===== config.mk =====
export PLATFORM = sky130hd
export DESIGN_NAME = link_tx_framer
export DESIGN_NICKNAME = d
export VERILOG_FILES = /design/src/rtl/link_tx_framer_pkg.sv /design/src/rtl/link_tx_framer_frame_buffer.sv /design/src/rtl/link_tx_framer.sv
export SDC_FILE = /design/constraint.sdc
export NUM_CORES = 1
export LEC_CHECK = 0
export CAP_MARGIN = 20
export CORE_MARGIN = 2
export CORE_UTILIZATION = 49
export DETAILED_ROUTE_END_ITERATION = 10
export PLACE_DENSITY = 0.86
export SYNTH_ARGS = -nofsm -noshare
export SYNTH_HDL_FRONTEND = slang
export SYNTH_SLANG_ARGS = --single-unit

===== constraint.sdc =====
create_clock -name clock -period 1.6 [get_ports clock]
set_input_delay 0.32 -clock clock [delete_from_list [all_inputs] [get_ports clock]]
set_output_delay 0.32 -clock clock [all_outputs]
set_load 0.1 [all_outputs]

===== src/rtl/link_tx_framer_pkg.sv =====
// Shared definitions for the link transmit framer: FSM state encodings,
// beat-kind codes and fixed widths. The WAIT_ACK state exists only when the
// build defines LINK_REPLAY_EN.
package link_tx_framer_pkg;

  localparam int DATA_W = 4;
  localparam int SEQ_W  = 4;

  typedef enum logic [2:0] {
    S_IDLE     = 3'd0,
    S_FILL     = 3'd1,
    S_SOF      = 3'd2,
    S_DATA     = 3'd3,
    S_EOF      = 3'd4
`ifdef LINK_REPLAY_EN
    , S_WAIT_ACK = 3'd5
`endif
  } state_t;

  typedef enum logic [1:0] {
    KIND_IDLE = 2'b00,
    KIND_SOF  = 2'b01,
    KIND_DATA = 2'b10,
    KIND_EOF  = 2'b11
  } kind_t;

endpackage


===== src/rtl/link_tx_framer_frame_buffer.sv =====
// Frame buffer for link_tx_framer: DEPTH x 4 register file written in order
// during fill, read in order during payload transmission, with a running XOR
// seeded by the frame's sequence number.
module link_frame_buffer
  import link_tx_framer_pkg::*;
#(
  parameter int DEPTH = 4,
  parameter int AW    = 2
) (
  input  logic              clock,
  input  logic              reset,
  input  logic              clear,
  input  logic [DATA_W-1:0] seed,
  input  logic              wr_en,
  input  logic [DATA_W-1:0] wr_data,
  input  logic              rd_clr,
  input  logic              rd_adv,
  output logic [AW-1:0]     wr_idx,
  output logic [AW-1:0]     rd_idx,
  output logic [DATA_W-1:0] rd_data,
  output logic [DATA_W-1:0] checksum
);

  logic [DATA_W-1:0] mem [DEPTH];

  // Storage, write pointer and running checksum; a clear restarts a frame.
  always_ff @(posedge clock or posedge reset) begin
    if (reset) begin
      // NOTE: this small buffer is reset explicitly because a reset must leave no stale payload behind; large RAMs normally are not.
      for (int i = 0; i < DEPTH; i++) mem[i] <= '0;
      wr_idx   <= '0;
      checksum <= '0;
    end else if (clear) begin
      wr_idx   <= '0;
      checksum <= seed;
    end else if (wr_en) begin
      // NOTE: non-blocking assignments here so every register samples pre-edge values, independent of statement order.
      mem[wr_idx] <= wr_data;
      wr_idx      <= wr_idx + 1'b1;
      checksum    <= checksum ^ wr_data;
    end
  end

  // Read pointer walks the payload; rewinding allows a replay of the same frame.
  always_ff @(posedge clock or posedge reset) begin
    if (reset)       rd_idx <= '0;
    else if (rd_clr) rd_idx <= '0;
    else if (rd_adv) rd_idx <= rd_idx + 1'b1;
  end

  assign rd_data = mem[rd_idx];

endmodule


===== src/rtl/link_tx_framer.sv =====
// Link transmit framer: pops PKT_LEN nibbles from the main FIFO and sends
// them as SOF+seq, payload beats, EOF+checksum on a ready/valid link.
// Optional feature: define LINK_REPLAY_EN to wait for ACK/NAK after each
// frame and resend the identical frame on NAK.
module link_tx_framer
  import link_tx_framer_pkg::*;
#(
  parameter int PKT_LEN = 4
) (
  input  logic        clock,
  input  logic        reset,
  input  logic        fifo_empty,
  input  logic [3:0]  fifo_dato,
  output logic        fifo_pop,
  input  logic        tx_ready,
  output logic        tx_valid,
  output logic [1:0]  tx_kind,
  output logic [3:0]  tx_dato,
  input  logic        ack_in,
  input  logic        nak_in,
  output logic        busy,
  output logic [3:0]  seq_num,
  output logic [7:0]  frames_sent
);

  localparam int AW = (PKT_LEN > 1) ? $clog2(PKT_LEN) : 1;
  localparam int CW = $clog2(PKT_LEN + 1);
  localparam logic [AW-1:0] LAST_IDX = AW'(PKT_LEN - 1);
  localparam logic [CW-1:0] POP_MAX  = CW'(PKT_LEN);

  state_t            state, state_next;
  logic [CW-1:0]     pop_cnt;
  logic              capture;
  logic [SEQ_W-1:0]  seq;
  logic [7:0]        frames;
  logic              buf_clear, wr_en, rd_clr, rd_adv, frame_done;
  logic [AW-1:0]     wr_idx, rd_idx;
  logic [DATA_W-1:0] rd_data, checksum;

`ifndef LINK_REPLAY_EN
  logic unused_ack_nak;
  assign unused_ack_nak = ack_in ^ nak_in;
`endif

  link_frame_buffer #(.DEPTH(PKT_LEN), .AW(AW)) u_buf (
    .clock    (clock),
    .reset    (reset),
    .clear    (buf_clear),
    .seed     (seq),
    .wr_en    (wr_en),
    .wr_data  (fifo_dato),
    .rd_clr   (rd_clr),
    .rd_adv   (rd_adv),
    .wr_idx   (wr_idx),
    .rd_idx   (rd_idx),
    .rd_data  (rd_data),
    .checksum (checksum)
  );

  // State register.
  always_ff @(posedge clock or posedge reset) begin
    if (reset) state <= S_IDLE;
    else       state <= state_next;
  end

  // Pop counter and one-cycle-delayed capture strobe (FIFO data lags the pop by a cycle).
  always_ff @(posedge clock or posedge reset) begin
    if (reset) begin
      pop_cnt <= '0;
      capture <= 1'b0;
    end else begin
      if (buf_clear)     pop_cnt <= '0;
      else if (fifo_pop) pop_cnt <= pop_cnt + 1'b1;
      capture <= fifo_pop;
    end
  end

  // Sequence number and completed-frame counter advance once per delivered frame.
  always_ff @(posedge clock or posedge reset) begin
    if (reset) begin
      seq    <= '0;
      frames <= '0;
    end else if (frame_done) begin
      seq    <= seq + 1'b1;
      frames <= frames + 1'b1;
    end
  end

  // Next-state and datapath control.
  always_comb begin
    // NOTE: every output gets a default first so no path through the case can infer a latch.
    state_next = state;
    fifo_pop   = 1'b0;
    buf_clear  = 1'b0;
    wr_en      = 1'b0;
    rd_clr     = 1'b0;
    rd_adv     = 1'b0;
    frame_done = 1'b0;
    case (state)
      S_IDLE: begin
        if (!fifo_empty) begin
          state_next = S_FILL;
          buf_clear  = 1'b1;
        end
      end
      S_FILL: begin
        fifo_pop = !fifo_empty && (pop_cnt < POP_MAX);
        wr_en    = capture;
        if (capture && (wr_idx == LAST_IDX)) state_next = S_SOF;
      end
      S_SOF: begin
        rd_clr = 1'b1;
        if (tx_ready) state_next = S_DATA;
      end
      S_DATA: begin
        if (tx_ready) begin
          rd_adv = 1'b1;
          if (rd_idx == LAST_IDX) state_next = S_EOF;
        end
      end
      S_EOF: begin
        if (tx_ready) begin
`ifdef LINK_REPLAY_EN
          state_next = S_WAIT_ACK;
`else
          state_next = S_IDLE;
          frame_done = 1'b1;
`endif
        end
      end
`ifdef LINK_REPLAY_EN
      S_WAIT_ACK: begin
        if (nak_in) begin
          state_next = S_SOF;
        end else if (ack_in) begin
          state_next = S_IDLE;
          frame_done = 1'b1;
        end
      end
`endif
      default: state_next = S_IDLE;
    endcase
  end

  // Link beat decode from registered state and buffer contents only.
  always_comb begin
    tx_valid = 1'b0;
    tx_kind  = KIND_IDLE;
    tx_dato  = '0;
    case (state)
      S_SOF:  begin tx_valid = 1'b1; tx_kind = KIND_SOF;  tx_dato = seq;      end
      S_DATA: begin tx_valid = 1'b1; tx_kind = KIND_DATA; tx_dato = rd_data;  end
      S_EOF:  begin tx_valid = 1'b1; tx_kind = KIND_EOF;  tx_dato = checksum; end
      default: ;
    endcase
  end

  assign busy        = (state != S_IDLE);
  assign seq_num     = seq;
  assign frames_sent = frames;

endmodule


# Word-level counts from Yosys, hierarchy flattened
# Index checks and enable logic that the tools add are counted.
# Widths: inputs -> output; s select.
dict set report totals {
  out_inout_bits 21
  register_bits 43
}
dict set report classes {
  muxes 32
  n_bitwise 4
  reduce_logical 12
  n_lt_le_gt_ge 4
  addsub 5
  eq_ne 12
}
# op n
set op_table {}
lappend op_table {{$mux 3} 8}
lappend op_table {{$mux 4} 5}
lappend op_table {{$bwmux 16} 1}
lappend op_table {{$pmux 3 s5} 1}
lappend op_table {{$ne 2x2->1 const B} 6}
lappend op_table {{$pmux 4 s3} 1}
lappend op_table {{$mux 1} 9}
lappend op_table {{$add 8x1->8 const B} 1}
lappend op_table {{$bmux 4 s2} 1}
lappend op_table {{$demux 4 s2} 1}
lappend op_table {{$mux 2} 4}
lappend op_table {{$eq 3x2->1 const B} 2}
lappend op_table {{$ge 3x3->1 const B} 2}
lappend op_table {{$not 2->3} 2}
lappend op_table {{$pmux 2 s3} 1}
lappend op_table {{$reduce_and 6->1} 1}
lappend op_table {{$reduce_bool 2->1} 3}
lappend op_table {{$add 2x1->2 const B} 2}
lappend op_table {{$add 4x1->4 const B} 1}
lappend op_table {{$eq 2x2->1 const B} 2}
lappend op_table {{$xor 4x4->4} 1}
lappend op_table {{$add 3x1->3 const B} 1}
lappend op_table {{$eq 3x1->1 const B} 1}
lappend op_table {{$eq 3x3->1 const B} 1}
lappend op_table {{9 further kinds} 11}

# Logic depth before layout (Yosys ltp)
dict set report depth {
  ltp_word 6
  mapped_depth 5
}

# Cells and area by module
# Synthesis repeated with hierarchy kept, for this count alone.
dict set report hier_totals {
  cells_unflattened 187
  area_unflattened_um2 2239.6
}
# mod cells_each area_each_um2 n_inst seq_area_each_um2
set by_module_without_submodules {}
lappend by_module_without_submodules {link_frame_buffer 83 1184.9 1 600.6}
lappend by_module_without_submodules {link_tx_framer 104 1054.8 1 475.5}

# Worst setup path after synthesis
# OpenSTA, ideal clock, no wires.
dict set report synth_path {
  path_type {register to output}
  start {reg state[1]}
  end {out tx_kind[1]}
  arrival_ps 2965
  required_time_ps 1280
  stages_incl_launch_ff 5
  path_buffers 2
  path_slack_ps -1685
  path_cell_list {dfrtp_1 buf_2 nand2b_1 clkbuf_1 o21ai_0}
}
dict set report synth_between {
  elab_chain_cells 2
}
# item line
set synth_rtl {}
lappend synth_rtl {{start, declared} link_tx_framer.sv:31} ;# state_t state, state_next;
lappend synth_rtl {{start signal, assigned} link_tx_framer.sv:63} ;# else state <= state_next;
lappend synth_rtl {{$eq 3x3->1 or $eq 3x2->1 (tied branches)} link_tx_framer.sv:150} ;# case (state)
lappend synth_rtl {{$pmux 2 s3 (*)} link_tx_framer.sv:150}
lappend synth_rtl {{end, declared} link_tx_framer.sv:17} ;# output logic [1:0] tx_kind,
# Mark *: on every way between the ends. The rest lies on a longest branch, timed or not.

# Final worst setup path
dict set report layout_path {
  start {reg u_buf.rd_idx[0]}
  end {out tx_dato[3]}
}
dict set report layout_between {
  elab_chain_cells 5
}
# item line
set layout_rtl {}
lappend layout_rtl {{start, declared} link_tx_framer_frame_buffer.sv:19} ;# output logic [AW-1:0] rd_idx,
lappend layout_rtl {{start signal, assigned} link_tx_framer_frame_buffer.sv:48} ;# else if (rd_adv) rd_idx <= rd_idx + 1'b1;
lappend layout_rtl {{$not 2->3 (implied by the code)} link_tx_framer_frame_buffer.sv:51} ;# assign rd_data = mem[rd_idx];
lappend layout_rtl {{$bmux 4 s2} link_tx_framer_frame_buffer.sv:51}
lappend layout_rtl {{$mux 4 (implied by the code) (2 in a row)} link_tx_framer_frame_buffer.sv:51}
lappend layout_rtl {{$pmux 4 s3} link_tx_framer.sv:150}
lappend layout_rtl {{end, declared} link_tx_framer.sv:18} ;# output logic [3:0] tx_dato,
# No other way between the ends. The select of a mux whose other input is x is not followed.

==> impl_metrics.env <==
export IMPL_cts_reportedPaths_clkPinSlew_ps=90
export IMPL_synthesized_netlist_cell_count=192
export IMPL_number_of_violations_reported_at_the_end_of_detailed_routing_iteration_0=171
export IMPL_h_tree_levels=2
export IMPL_grt_ovfl_total=0
export IMPL_synth_area_sq_mm=0.002260
export IMPL_grt_start_max_net_pins=44
export IMPL_grt_setup_unrepaired="yes"
export IMPL_holdWs_ps=359.5
export IMPL_synthesis_area_per_instance_sq_um=11.77
export IMPL_hp_class="in -> async"
export IMPL_num_antenna_cells=0
export IMPL_critPathSlowestCell="mux4_2"
export IMPL_timing_critical_path_fanout_max=5
export IMPL_postRouteWirelength_um=6117
export IMPL_fin_util_pct=79.91
export IMPL_fp_coreArea_sq_mm=0.004384
export IMPL_worst_clock_skew_ps=10.58
export IMPL_report_final_setup_viol=27
export IMPL_cellInternalPower_mw=3.971
export IMPL_portBuffers=28
export IMPL_power_switching_mw=2.926
export IMPL_detail_route_antenna_nets=0
export IMPL_critPathArrivalTime_ps=1890
export IMPL_area_growth_syn_to_layout_pct=55.04
export IMPL_floorplan_initialDensity_pct=51.54
export IMPL_dpl_cell_count=283
export IMPL_pin_count=31
export IMPL_tritoncts_num_sinks=43
export IMPL_synthDominantAreaCellType="dfrtp_1"
export IMPL_run_status="finished with violations"
export IMPL_netSwitchingFraction_pct=42.42
export IMPL_p_seq_share_pct=27.6
export IMPL_clock_power_share_pct=12.7
export IMPL_buffers_from_clock_root_to_sink_at_most=2
export IMPL_hpwl_um=3661
export IMPL_fmax_mhz=453.3
export IMPL_period_minus_slack_ps=2206
export IMPL_ys_types=40
export IMPL_final_hold_violation_count=0
export IMPL_timing_worst_setup_path_type="reg -> out"
export IMPL_synth_cells_most_frequent="dfrtp_1, nand2_1, inv_1, nand3_1"
export IMPL_global_route_wire_length_before_repair_um=9694
export IMPL_p_comb_share_pct=59.7
export IMPL_final_min_period_over_clock_period_pct=137.9
export IMPL_cts_tree="built"
export IMPL_vdd_ir_drop_max_uv=1467
export IMPL_tritoncts_num_buffers=5
export IMPL_synth_top_cells_by_area="dfrtp_1, mux2_4, ha_1, mux2_1, mux4_2"
export IMPL_dominantRegCellSynth="dfrtp_1"
export IMPL_detailedRoute_firstPassIterationCount=4
export IMPL_netlist_area_leader_share_pct=47.62
export IMPL_dieHeight_um=71.91
export IMPL_fraction_of_the_yosys_area_taken_by_sequential_cells_pct=47.62
export IMPL_viasPerCell=5.977
export IMPL_finish_cell_count_without_fillers=303
export IMPL_design_power_total_mw=6.897
export IMPL_cp_start_kind="flip-flop"
export IMPL_setup_ws_ps=-605.9
export IMPL_timing_max_cap_violations=0
export IMPL_grt_pass1_vias=1930
export IMPL_nets=268
export IMPL_timing_worst_slew_pin_value_ps=553.6
export IMPL_place_congestion=0.8055
export IMPL_routed_wire_per_std_cell_um=20.19
export IMPL_number_of_synthesized_flops_with_an_enable_pin=0
export IMPL_core_rowCount=24
export IMPL_post_route_cells_drive_above_1_share_pct=51.00
export IMPL_grt_use_total_pct=24.89
export IMPL_insertion_delay_ps=320
export IMPL_drc_violation_count_after_routing=0
export IMPL_worst_slew_margin_rel_pct=63.00
export IMPL_violated_checks="setup timing"
export IMPL_slew_viol_final=0
export IMPL_timing_critical_path_required_ps=1280
export IMPL_syn_nets=210
export IMPL_synth_async_sr_flop_share_pct=100.0
export IMPL_cp_end_kind="primary output"
export IMPL_synthMostInstantiatedCell="dfrtp_1"
export IMPL_design_die_area_sq_mm=0.005171
export IMPL_leakagePower_nw=1.555
export IMPL_cts_root_buffer="clkbuf_8"
export IMPL_crit_path_cell_trace="mux4_2 > mux2i_2 > o22ai_4 > buf_12"
export IMPL_slowest_delay_ps=560
export IMPL_antenna_found_initial=0
export IMPL_synth_seq_cells=43
export IMPL_dr_total_vias=1811
export IMPL_die_w_um=71.91
export IMPL_powerDensity_mw_per_mm2=1969
export IMPL_yosysWarningCount=0
## cell usage in the layout, fill, tap and decap left out, types with 4 or more instances in the layout
cell type	count
xnor2_1	6
mux2_4	17
o22ai_4	4
a21oi_1	4
clkdlybuf4s50_1	7
nand2_1	17
nand3_1	10
buf_12	23
dfrtp_2	14
ha_1	8
nor2_1	4
inv_1	10
buf_6	9
xor2_1	4
mux4_2	4
buf_4	20
clkbuf_8	5
dfrtp_1	29
## area by class of cell
cell class / count / area (sq um)
multi-input combinational: 128 / 1374
sequential: 43 / 1094
clock buffer: 5 / 68.82
timing repair buffer: 60 / 809.5
inverter: 12 / 48.80
tap: 52 / 65.06
clock inverter: 3 / 43.79
fill: 247 / 880.8
## path summary, 6_finish.rpt
check                                             from                       endpoint  cells after the start  slack [ps]
max reg2reg                       state[2]$_DFFE_PP0P_      u_buf.mem[14]$_DFFE_PP0P_                      6        -130
min in group clock           u_buf.mem[11]$_DFFE_PP0P_      u_buf.mem[11]$_DFFE_PP0P_                      1         520
min                                              reset  u_buf.checksum[0]$_DFFE_PP0P_                      3         360
max in group asynchronous                        reset           state[2]$_DFFE_PP0P_                      3        1010
max                        u_buf.rd_idx[0]$_DFFE_PP0P_                     tx_dato[3]                      4        -610
min reg2reg                  u_buf.mem[11]$_DFFE_PP0P_      u_buf.mem[11]$_DFFE_PP0P_                      1         520
## worst max-delay path: cells and delay by family, from the launching register on
kind,cells,cell delay (ps)
compound gates,1,110
buf+inv,1,180
mux,2,790
flops,1,490
## cell families after synthesis
| family | after synthesis | share of synthesized area (%) |
|---|---|---|
| multiplexers | 26 | 16.00 |
| adder cells (fa/ha/maj) | 8 | 4.430 |
| AND/OR/NAND/NOR | 58 | 15.39 |
| XOR/XNOR | 10 | 3.876 |
| flip-flops | 43 | 47.62 |
| buffers and inverters | 22 | 4.706 |
| AO/OA/AOI/OAI | 25 | 7.974 |
## per-stage QoR
| stage | instance area (sq um) | TNS, ps | setup slack [ps] |
|---|---|---|---|
| 3_5_place_dp | 3093 | -2183 | -325.5 |
| 5_1_grt | 3503 | -5441 | -667.0 |
| 2_1_floorplan | 2456 | -2103 | -328.6 |
| 6_report | 3503 | -4651 | -605.9 |
| 3_3_place_gp | 3093 | -1649 | -268.3 |
| 4_1_cts | 3390 | -4734 | -582.7 |
## per-layer routing
metal / part of all wire (%) / vias to the layer above / global-route usage (%)
met5: 0 / - / 0
met4: 2.2 / 0 / 8.386
met3: 5.7 / 17 / 4.444
met2: 50 / 58 / 43.62
met1: 42 / 923 / 31.21
li1: - / 813 / -
## what timing repair did
item	4_1_cts	5_1_grt
hold buffers	0	0
resized for setup	23	20
pin swaps	12	5
gates cloned	2	0
setup buffers	10	1
endpoints found under the setup margin	15	34
## power groups by stage
stage | registers (mW) | clock network (mW) | logic (mW)
after global placement | 1.81 | 0 | 3.32
after CTS | 1.85 | 0.864 | 3.81
final | 1.91 | 0.874 | 4.12
after global routing | 1.94 | 0.909 | 4.34
after floorplan | 2.02 | 0 | 2.23
after detailed placement | 1.85 | 0 | 3.43
## sequential cells by signal, summed over array words and instances, names as in the netlist, 2 cells and up
signal and count:
state 3, u_buf.wr_idx 2, u_buf.checksum 4, pop_cnt 3, frames_sent 8, u_buf.rd_idx 2
u_buf.mem 16, seq_num 4
(Power assumes the default switching activity.)
